==> src/rtl/wb_port_arbiter.sv <==
// -----------------------------------------------------------------------------
// wb_port_arbiter
//
// Shares the single register-file write port between the in-order pipeline
// writeback (WB) and the multi-cycle mul/div unit (MDU). MDU results go into a
// small FIFO and drain into WB slots that are idle. If the FIFO head waits
// STARVE_MAX cycles it takes the port anyway. When that happens the WB request
// is refused (wb_hold) and the pipeline replays it.
// The block also raises an ID interlock when the instruction in ID names a
// register that is still waiting in the FIFO.
//
// Ports
//   clk, rst_b           clock; synchronous active-low reset
//   halted               freezes the arbiter (no push, no pop, no write)
//   wb_we/wb_rd/wb_data  pipeline writeback request
//   mdu_valid/mdu_rd/mdu_data, mdu_ready
//                        MDU result handshake (transfer = valid & ready)
//   id_rs/id_rt/id_rd    register fields of the instruction in ID
//   rd_we/rd_num/rd_data register-file write port
//   wb_hold              WB write not taken this cycle; pipeline replays it
//   id_raw_stall         ID touches a register still pending in the FIFO
//   pend_count           number of valid FIFO entries
// -----------------------------------------------------------------------------
module wb_port_arbiter #(
  parameter int DEPTH      = 2,
  parameter int PTR_W      = 1,
  parameter int CNT_W      = 2,
  parameter int STARVE_MAX = 4
) (
  input  logic             clk,
  input  logic             rst_b,
  input  logic             halted,
  input  logic             wb_we,
  input  logic [4:0]       wb_rd,
  input  logic [31:0]      wb_data,
  input  logic             mdu_valid,
  input  logic [4:0]       mdu_rd,
  input  logic [31:0]      mdu_data,
  output logic             mdu_ready,
  input  logic [4:0]       id_rs,
  input  logic [4:0]       id_rt,
  input  logic [4:0]       id_rd,
  output logic             rd_we,
  output logic [4:0]       rd_num,
  output logic [31:0]      rd_data,
  output logic             wb_hold,
  output logic             id_raw_stall,
  output logic [CNT_W-1:0] pend_count
);

  localparam int ST_W = $clog2(STARVE_MAX + 1);

  // A pending entry blocks ID when its destination equals any nonzero ID field.
  function automatic logic rd_hit(input logic [4:0] ent_rd,
                                  input logic [4:0] rs,
                                  input logic [4:0] rt,
                                  input logic [4:0] rdst);
    logic hit;
    hit = 1'b0;
    if ((rs != 5'd0) && (rs == ent_rd)) begin
      hit = 1'b1;
    end else if ((rt != 5'd0) && (rt == ent_rd)) begin
      hit = 1'b1;
    end else if ((rdst != 5'd0) && (rdst == ent_rd)) begin
      hit = 1'b1;
    end else begin
      hit = 1'b0;
    end
    return hit;
  endfunction

  // FIFO storage and control state
  logic [4:0]       ent_rd_q   [DEPTH];
  logic [4:0]       ent_rd_d   [DEPTH];
  logic [31:0]      ent_data_q [DEPTH];
  logic [31:0]      ent_data_d [DEPTH];
  logic [PTR_W-1:0] wr_ptr_q, wr_ptr_d;
  logic [PTR_W-1:0] rd_ptr_q, rd_ptr_d;
  logic [CNT_W-1:0] count_q, count_d;
  logic [ST_W-1:0]  starve_q, starve_d;

  // Per-cycle decisions
  logic wb_busy_s;
  logic nonempty_s;
  logic force_s;
  logic pop_s;
  logic push_s;
  logic ready_s;

  // Arbitration decisions: who owns the write port, and whether the MDU may push.
  always_comb begin
    wb_busy_s  = wb_we & (wb_rd != 5'd0) & ~halted;
    nonempty_s = (count_q != {CNT_W{1'b0}});
    force_s    = nonempty_s & (starve_q == ST_W'(STARVE_MAX));
    pop_s      = nonempty_s & ~halted & (~wb_busy_s | force_s);
    // Readiness uses registered occupancy only; a full FIFO never accepts even if it pops.
    ready_s    = (count_q < CNT_W'(DEPTH)) & ~halted;
    // A result for r0 completes the handshake but allocates nothing.
    push_s     = mdu_valid & ready_s & (mdu_rd != 5'd0);
  end

  // Write-port mux: FIFO head on a pop, else the pipeline WB, else idle zeros.
  always_comb begin
    rd_we   = 1'b0;
    rd_num  = 5'd0;
    rd_data = 32'd0;
    if (pop_s) begin
      rd_we   = 1'b1;
      rd_num  = ent_rd_q[rd_ptr_q];
      rd_data = ent_data_q[rd_ptr_q];
    end else if (wb_busy_s) begin
      rd_we   = 1'b1;
      rd_num  = wb_rd;
      rd_data = wb_data;
    end else begin
      rd_we   = 1'b0;
      rd_num  = 5'd0;
      rd_data = 32'd0;
    end
    wb_hold    = wb_busy_s & force_s;
    mdu_ready  = ready_s;
    pend_count = count_q;
  end

  // Interlock: scan the registered contents, so an entry popped this cycle still blocks ID.
  always_comb begin
    logic [PTR_W-1:0] offset;
    id_raw_stall = 1'b0;
    offset       = {PTR_W{1'b0}};
    for (int i = 0; i < DEPTH; i++) begin
      // Distance from the head decides whether slot i holds a live entry.
      offset = PTR_W'(i) - rd_ptr_q;
      if ((CNT_W'(offset) < count_q) && rd_hit(ent_rd_q[i], id_rs, id_rt, id_rd)) begin
        id_raw_stall = 1'b1;
      end else begin
        id_raw_stall = id_raw_stall;
      end
    end
  end

  // Next state for FIFO storage, pointers, occupancy and starvation counter.
  always_comb begin
    for (int i = 0; i < DEPTH; i++) begin
      ent_rd_d[i]   = ent_rd_q[i];
      ent_data_d[i] = ent_data_q[i];
    end
    wr_ptr_d = wr_ptr_q;
    rd_ptr_d = rd_ptr_q;
    count_d  = count_q;
    starve_d = starve_q;

    if (push_s) begin
      ent_rd_d[wr_ptr_q]   = mdu_rd;
      ent_data_d[wr_ptr_q] = mdu_data;
      wr_ptr_d             = wr_ptr_q + PTR_W'(1);
    end else begin
      wr_ptr_d = wr_ptr_q;
    end

    if (pop_s) begin
      rd_ptr_d = rd_ptr_q + PTR_W'(1);
    end else begin
      rd_ptr_d = rd_ptr_q;
    end

    case ({push_s, pop_s})
      2'b10:   count_d = count_q + CNT_W'(1);
      2'b01:   count_d = count_q - CNT_W'(1);
      default: count_d = count_q;
    endcase

    // The counter measures how long the current head has waited; it saturates so force holds.
    if (pop_s || !nonempty_s) begin
      starve_d = {ST_W{1'b0}};
    end else if (!halted && (starve_q != ST_W'(STARVE_MAX))) begin
      starve_d = starve_q + ST_W'(1);
    end else begin
      starve_d = starve_q;
    end
  end

  // State registers with synchronous active-low reset that discards buffered results.
  always_ff @(posedge clk) begin
    if (!rst_b) begin
      for (int i = 0; i < DEPTH; i++) begin
        ent_rd_q[i]   <= 5'd0;
        ent_data_q[i] <= 32'd0;
      end
      wr_ptr_q <= {PTR_W{1'b0}};
      rd_ptr_q <= {PTR_W{1'b0}};
      count_q  <= {CNT_W{1'b0}};
      starve_q <= {ST_W{1'b0}};
    end else begin
      for (int i = 0; i < DEPTH; i++) begin
        ent_rd_q[i]   <= ent_rd_d[i];
        ent_data_q[i] <= ent_data_d[i];
      end
      wr_ptr_q <= wr_ptr_d;
      rd_ptr_q <= rd_ptr_d;
      count_q  <= count_d;
      starve_q <= starve_d;
    end
  end

endmodule

==> config.mk <==
export PLATFORM = sky130hd
export DESIGN_NAME = wb_port_arbiter
export DESIGN_NICKNAME = d
export VERILOG_FILES = /design/src/rtl/wb_port_arbiter.sv
export SDC_FILE = /design/constraint.sdc
export NUM_CORES = 1
export LEC_CHECK = 0
export ABC_CLOCK_PERIOD_IN_PS = 4700
export CAP_MARGIN = 20
export CORE_ASPECT_RATIO = 0.75
export CORE_UTILIZATION = 45
export DETAILED_ROUTE_END_ITERATION = 8
export MAX_ROUTING_LAYER = met4
export PLACE_DENSITY = 0.78
export SLEW_MARGIN = 20
export SYNTH_ARGS = -nofsm -noshare
export SYNTH_HDL_FRONTEND = slang
export SYNTH_SLANG_ARGS = --single-unit
==> constraint.sdc <==
create_clock -name clk -period 4.7 [get_ports clk]
set_input_delay 1.175 -clock clk [delete_from_list [all_inputs] [get_ports clk]]
set_output_delay 1.175 -clock clk [all_outputs]
set_load 0.01 [all_outputs]
# Word-level counts from Yosys, hierarchy flattened
# Memories as Yosys holds them, arrays and structs flattened. A register that Yosys moved wholly into a read port is not among the register bits.
# Index checks and enable logic that the tools add are counted.
[op_classes]
n_addsub = 7
order_cmp = 5
eq_ne = 10
n_mux = 33
bitwise_logic = 18
reduce_logical = 21
[op_table]
columns = ["cell", "n"]
rows = [
  ["$mux 32", 5],
  ["$bwmux 64", 1],
  ["$mux 64", 1],
  ["$demux 32 s1", 1],
  ["$eq 5x5->1", 6],
  ["$mux 5", 5],
  ["$reduce_bool 5->1", 5],
  ["$mux 1", 16],
  ["$bwmux 10", 1],
  ["$logic_and 1x1->1", 10],
  ["$mux 10", 1],
  ["$and 1x1->1", 9],
  ["$demux 5 s1", 1],
  ["$or 1x1->1", 5],
  ["$lt 1x2->1", 2],
  ["$pmux 2 s2", 1],
  ["$reduce_bool 2->1", 2],
  ["$add 3x1->3 const B", 1],
  ["$eq 3x3->1 const B", 1],
  ["$ne 3x3->1 const B", 1],
  ["$not 1->1", 3],
  ["$add 1x1->1 const B", 2],
  ["$add 2x1->2 const B", 1],
  ["$eq 2x1->1 const B", 1],
  ["other kinds (10)", 12],
]
[word_totals]
reg_bits = 7
mem_bits_rw = 74
in_bits = 94
output_inout_bits = 43
elab_cells = 100
mem_count = 2
[memory_table]
columns = ["memory", "words", "word_bits", "read_ports", "rd_clocked_by_memory_dff", "wr", "line_no", "text"]
rows = [
  ["ent_data_q", 2, 32, 3, 1, 2, "75", "logic [31:0] ent_data_q [DEPTH];"],
  ["ent_rd_q", 2, 5, 3, 1, 2, "73", "logic [4:0] ent_rd_q [DEPTH];"],
]

# Depth between registers and ports, before layout
[logic_depth]
depth_word = 8
depth_mapped = 10
ltp_nobuf = 9

# Least setup slack after synthesis
# Ideal clock, no wire load.
[synth_timing]
path_type = "input port to output port"
from = "input port wb_rd[2]"
to = "output port rd_data[22]"
arrival_ps = 2679
t_required_ps = 3525
path_slack_ps = 846
path_stages = 5
path_buffers = 1
cell_sequence = "or4_1 o21a_1 a211o_1 clkbuf_1 o21ai_0"
[synth_between]
elab_chain_cells = 7
elab_cells_between_ends = 8
cone_classes = "2 x mux; 5 x bitwise; 1 x reduce/logical"
[synth_rtl]
columns = ["element", "line_no", "text"]
rows = [
  ["start, declared", "34", "input logic [4:0] wb_rd,"],
  ["$reduce_bool 5->1 *", "92", "wb_busy_s = wb_we & (wb_rd != 5'd0) & ~halted;"],
  ["$and 1x1->1 * (2 in a row)", "92", ""],
  ["$not 1->1", "95", "pop_s = nonempty_s & ~halted & (~wb_busy_s | force_s);"],
  ["$or 1x1->1", "95", ""],
  ["$and 1x1->1", "95", ""],
  ["$mux 32 *", "107", "if (pop_s) begin"],
  ["end, declared", "45", "output logic [31:0] rd_data,"],
]
# Every way passes the cells marked *; elsewhere a longest branch is shown, timed or not.

# Worst setup path after layout
[layout_timing]
from = "input port id_rs[1]"
to = "output port id_raw_stall"
[layout_between]
elab_chain_cells = 6
elab_cells_between_ends = 11
cone_classes = "2 x eq/ne; 4 x mux; 5 x reduce/logical"
[layout_rtl]
columns = ["element", "line_no", "text"]
rows = [
  ["start, declared", "40", "input logic [4:0] id_rs,"],
  ["$eq 5x5->1 / $reduce_bool 5->1 (equally long branches)", "60", "if ((rs != 5'd0) && (rs == ent_rd)) begin"],
  ["$logic_and 1x1->1", "60", ""],
  ["$mux 1", "60", ""],
  ["$logic_and 1x1->1", "133", "if ((CNT_W'(offset) < count_q) && rd_hit(ent_rd_q[i], id_rs, id_rt, id_rd)) begin"],
  ["$mux 1", "133", ""],
  ["$mux 1 *", "133", ""],
  ["end, declared", "47", "output logic id_raw_stall,"],
]
# Marks and branches as above.

==> report_table.html <==
<table>
<tr><th>Metric</th><th>Value</th></tr>
<tr><th colspan="2">Critical path</th></tr>
<tr><td>Worst path required time</td><td>3.52 ns</td></tr>
<tr><td>Worst R2R Path Depth</td><td>9</td></tr>
<tr><td>Path type of the worst setup path</td><td>input pin to output pin</td></tr>
<tr><td>CP endpoint kind</td><td>output pin</td></tr>
<tr><td>Biggest fanout along the worst timing path</td><td>3</td></tr>
<tr><td>R2r endpoint</td><td>pend_count[1]</td></tr>
<tr><td>Crit path DAT</td><td>3.33 ns</td></tr>
<tr><td>Launch point of the worst reg-to-reg path</td><td>starve_q[0]</td></tr>
<tr><td>Launching element type of the critical path</td><td>input pin</td></tr>
<tr><td>Flop-to-flop setup slack</td><td>2.47 ns</td></tr>
<tr><th colspan="2">Drt</th></tr>
<tr><td>Detailed-route wire length per cell</td><td>15.2 um</td></tr>
<tr><td>Final ANT Viol Nets</td><td>0</td></tr>
<tr><td>Number of remaining DRC errors</td><td>0</td></tr>
<tr><td>Via density per instance</td><td>5.33</td></tr>
<tr><td>Overall routed net length</td><td>12100 um</td></tr>
<tr><td>Total number of vias</td><td>4270</td></tr>
<tr><td>Number of design-rule violations left by the first detailed-router iteration</td><td>177</td></tr>
<tr><td>Pre-Repair DR Iteration Count</td><td>5</td></tr>
<tr><th colspan="2">Global routing</th></tr>
<tr><td>Number of global-route vias before repair</td><td>4078</td></tr>
<tr><td>Total routing resource utilization after global routing</td><td>24.9%</td></tr>
<tr><td>Number of antenna violations at the first check in global routing</td><td>0</td></tr>
<tr><td>First-pass GRT wire length</td><td>19000 um</td></tr>
<tr><td>GR Overflow Total</td><td>0</td></tr>
<tr><td>Pin count of the biggest net entering global routing</td><td>81</td></tr>
<tr><th colspan="2">CTS</th></tr>
<tr><td>Worst-path clk slew</td><td>0.06 ns</td></tr>
<tr><td>Cell chosen for the clock root</td><td>sky130_fd_sc_hd__clkbuf_16</td></tr>
<tr><td>Resized Gates After CTS</td><td>37</td></tr>
<tr><td>Post-CTS repair timing setup buffer count</td><td>0</td></tr>
<tr><td>Cts-stage hold buffer count</td><td>0</td></tr>
<tr><td>Number of clock sinks seen by CTS</td><td>82</td></tr>
<tr><td>CTS H-tree lvls</td><td>3</td></tr>
<tr><td>Maximum number of buffers from clock root to sink</td><td>2</td></tr>
<tr><td>Number of buffers created by CTS</td><td>9</td></tr>
<tr><td>Clock latency on the worst-skew pair</td><td>0.33 ns</td></tr>
<tr><td>Clock tree from TritonCTS</td><td>built</td></tr>
<tr><th colspan="2">Placed design</th></tr>
<tr><td>Placed wire-length estimate after detailed placement</td><td>8510 um</td></tr>
<tr><td>Placed cell count</td><td>786</td></tr>
<tr><td>Routability cong.</td><td>0.848</td></tr>
<tr><td>I/O Buffers</td><td>136</td></tr>
<tr><td>Placed Area</td><td>5800 um2</td></tr>
<tr><th colspan="2">Yosys</th></tr>
<tr><td>Library cells used by synthesis</td><td>34</td></tr>
<tr><td>Area contributors post-synth</td><td>sky130_fd_sc_hd__dfxtp_1, sky130_fd_sc_hd__nand2_1, sky130_fd_sc_hd__mux2i_1</td></tr>
<tr><td>Sequential area share after synthesis</td><td>37.1%</td></tr>
<tr><td>Post-Syn Area</td><td>4420 um2</td></tr>
<tr><td>Register bit count reported by yosys</td><td>82</td></tr>
<tr><td>Post-synthesis cell count</td><td>559</td></tr>
<tr><td>Yosys top cell area share</td><td>37.1%</td></tr>
<tr><td>Synthesized area divided by synthesized cell count</td><td>7.91 um2</td></tr>
<tr><td>Yosys warning total</td><td>0</td></tr>
<tr><td>Number of enable flip-flop cells after synthesis</td><td>0</td></tr>
<tr><td>Leading register cell type out of synthesis</td><td>sky130_fd_sc_hd__dfxtp_1</td></tr>
<tr><td>Post-synthesis async set-or-reset flop share</td><td>0%</td></tr>
<tr><td>Synthesized Nets</td><td>656</td></tr>
<tr><td>Synth area leader</td><td>sky130_fd_sc_hd__dfxtp_1</td></tr>
<tr><th colspan="2">Worst hold path</th></tr>
<tr><td>Hold EP</td><td>ent_data_q[0][20]</td></tr>
<tr><td>Launch point of the worst hold path</td><td>ent_data_q[0][20]</td></tr>
<tr><td>Hold crit path type</td><td>register to register</td></tr>
<tr><td>Worst hold stages</td><td>2</td></tr>
<tr><th colspan="2">STA</th></tr>
<tr><td>Worst clock skew</td><td>0.00955 ns</td></tr>
<tr><td>Final-layout setup total negative slack</td><td>0 ns</td></tr>
<tr><td>Final hold violations</td><td>0</td></tr>
<tr><td>Unrepaired setup endpoints after global routing</td><td>no</td></tr>
<tr><td>Achievable clock frequency</td><td>222 MHz</td></tr>
<tr><td>Number of max-slew violations in the final report</td><td>0</td></tr>
<tr><td>Final setup violation count</td><td>0</td></tr>
<tr><td>Final worst-path cycle share</td><td>96.0%</td></tr>
<tr><td>Slew margin rel.</td><td>34.7%</td></tr>
<tr><td>Tightest Pin Transition</td><td>0.977 ns</td></tr>
<tr><td>Time the final worst path needs with I/O delays and setup</td><td>4.51 ns</td></tr>
<tr><th colspan="2">Layout</th></tr>
<tr><td>Final-stage net count</td><td>766</td></tr>
<tr><td>Ant. Diodes</td><td>0</td></tr>
<tr><td>Most common cell after layout, fill and taps aside</td><td>sky130_fd_sc_hd__nand2_1</td></tr>
<tr><td>Fillcell total</td><td>800</td></tr>
<tr><td>Growth of design area from synthesis to finish</td><td>37.0%</td></tr>
<tr><td>Core utilization of the finished layout</td><td>65.3%</td></tr>
<tr><td>Area of all placed cells without fillers</td><td>6050 um2</td></tr>
<tr><td>Count of placed standard cells in the final layout, fillers left out</td><td>801</td></tr>
<tr><td>Layout cells sized above 1</td><td>4.61%</td></tr>
<tr><td>Highest-count cells in the layout ignoring fill and taps</td><td>sky130_fd_sc_hd__nand2_1, sky130_fd_sc_hd__clkdlybuf4s50_1, sky130_fd_sc_hd__dfxtp_1</td></tr>
<tr><th colspan="2">Floorplan</th></tr>
<tr><td>Number of top-level pins</td><td>137</td></tr>
<tr><td>Floorplan die width</td><td>116 um</td></tr>
<tr><td>Die extent in y</td><td>87.8 um</td></tr>
<tr><td>Cell Rows</td><td>30</td></tr>
<tr><td>Area of the die</td><td>10200 um2</td></tr>
<tr><td>Core region area</td><td>9270 um2</td></tr>
<tr><td>Initial standard-cell utilization of the core</td><td>47.7%</td></tr>
<tr><th colspan="2">Run status</th></tr>
<tr><td>Status</td><td>completed</td></tr>
<tr><th colspan="2">Flow run</th></tr>
<tr><td>Reported max-cap violation count</td><td>0</td></tr>
<tr><th colspan="2">Power</th></tr>
<tr><td>Standby leakage power</td><td>2.17 nW</td></tr>
<tr><td>Worst-case vdd ir drop</td><td>0.206 mV</td></tr>
<tr><td>Total power of the final layout</td><td>1.90 mW</td></tr>
<tr><td>Power per unit of standard cell area</td><td>313 nW/um2</td></tr>
</table>
==> critical path, cell delays in order <==
cell and delay (ns):
sky130_fd_sc_hd__clkdlybuf4s50_1 0.49, sky130_fd_sc_hd__or4_1 0.57, sky130_fd_sc_hd__nor2_1 0.14, sky130_fd_sc_hd__nor4_1 0.08, sky130_fd_sc_hd__nor3_1 0.27, sky130_fd_sc_hd__o22ai_1 0.11
sky130_fd_sc_hd__clkdlybuf4s50_1 0.50
==> sequential cells by signal, summed over array words and instances, names as in the netlist, named ones only <==
name	flops
wr_ptr_q	1
pend_count	2
starve_q	3
ent_data_q	64
rd_ptr_q	1
ent_rd_q	10
==> logic make-up (layout without fill, tap and decap cells) <==
group           Yosys count  count (layout)  share of synthesized area, %
simple gates            227             227                          21.9
compound gates          123             123                          18.6
flops                    82              82                          37.1
buf+inv                  52             166                          6.17
mux                      37              37                          8.38
xor+xnor                 35              35                          6.94
fa+ha+maj                 3               3                         0.849
==> synth_stat cells, types with 2 or more instances <==
| master | count |
|---|---|
| sky130_fd_sc_hd__o21ai_1 | 30 |
| sky130_fd_sc_hd__or4_1 | 5 |
| sky130_fd_sc_hd__nor4_1 | 6 |
| sky130_fd_sc_hd__nand2_1 | 151 |
| sky130_fd_sc_hd__clkbuf_1 | 32 |
| sky130_fd_sc_hd__nand3_1 | 43 |
| sky130_fd_sc_hd__buf_4 | 2 |
| sky130_fd_sc_hd__a21boi_0 | 27 |
| sky130_fd_sc_hd__a21boi_1 | 49 |
| sky130_fd_sc_hd__buf_6 | 9 |
| sky130_fd_sc_hd__o21ai_0 | 8 |
| sky130_fd_sc_hd__xor2_1 | 13 |
| sky130_fd_sc_hd__dfxtp_1 | 82 |
| sky130_fd_sc_hd__nor2_1 | 11 |
| sky130_fd_sc_hd__ha_1 | 3 |
| sky130_fd_sc_hd__a21oi_1 | 4 |
| sky130_fd_sc_hd__buf_1 | 2 |
| sky130_fd_sc_hd__inv_1 | 5 |
| sky130_fd_sc_hd__xnor2_1 | 22 |
| sky130_fd_sc_hd__and2_1 | 3 |
| sky130_fd_sc_hd__buf_2 | 2 |
| sky130_fd_sc_hd__mux2i_1 | 37 |
| sky130_fd_sc_hd__nor3_1 | 2 |
==> worst max path at each step <==
stage | start | to | depth (start not counted)
after floorplan | wb_rd[2] | rd_data[22] | 5
after global placement | wb_rd[2] | rd_data[22] | 7
after detailed placement | wb_rd[2] | rd_data[31] | 7
after CTS | wb_rd[2] | rd_data[24] | 8
after global routing | wb_rd[2] | rd_data[24] | 8
final | id_rs[1] | id_raw_stall | 7
==> through the flow <==
step | setup slack, ns | hold slack [ns]
6_report | 0.190 | 0.451
5_1_grt | 0.0997 | 0.470
4_1_cts | 0.206 | 0.452
3_5_place_dp | -0.0721 | 0.444
3_3_place_gp | -0.0492 | 0.440
2_1_floorplan | 0.846 | 0.434
==> power breakdown <==
group          total [mW]  internal [mW]  switching [mW]
Sequential          0.779          0.731          0.0471
Clock               0.690          0.423           0.268
Combinational       0.426          0.222           0.204
Total                1.90           1.38           0.518
==> area by class of cell <==
class                   instances  area [um2]  area share [%]
clock inverters                 4        52.6           0.868
multi-input cells             425        2520            41.7
repair buffers                146        1410            23.3
flip-flops and latches         82        1640            27.1
well taps                     128         160            2.65
inverters                       5        18.8           0.310
clock buffers                  11         243            4.01
==> per-layer routing <==
metal  vias up  track usage (%)  share of wire, %
met5         -                -                 0
met4         0             6.64               1.4
met3        15             5.54               5.9
met2       132             41.4                46
met1      2026             30.4                46
li1       2097                -                 -
Note: power is estimated with default switching activity, not from simulation.
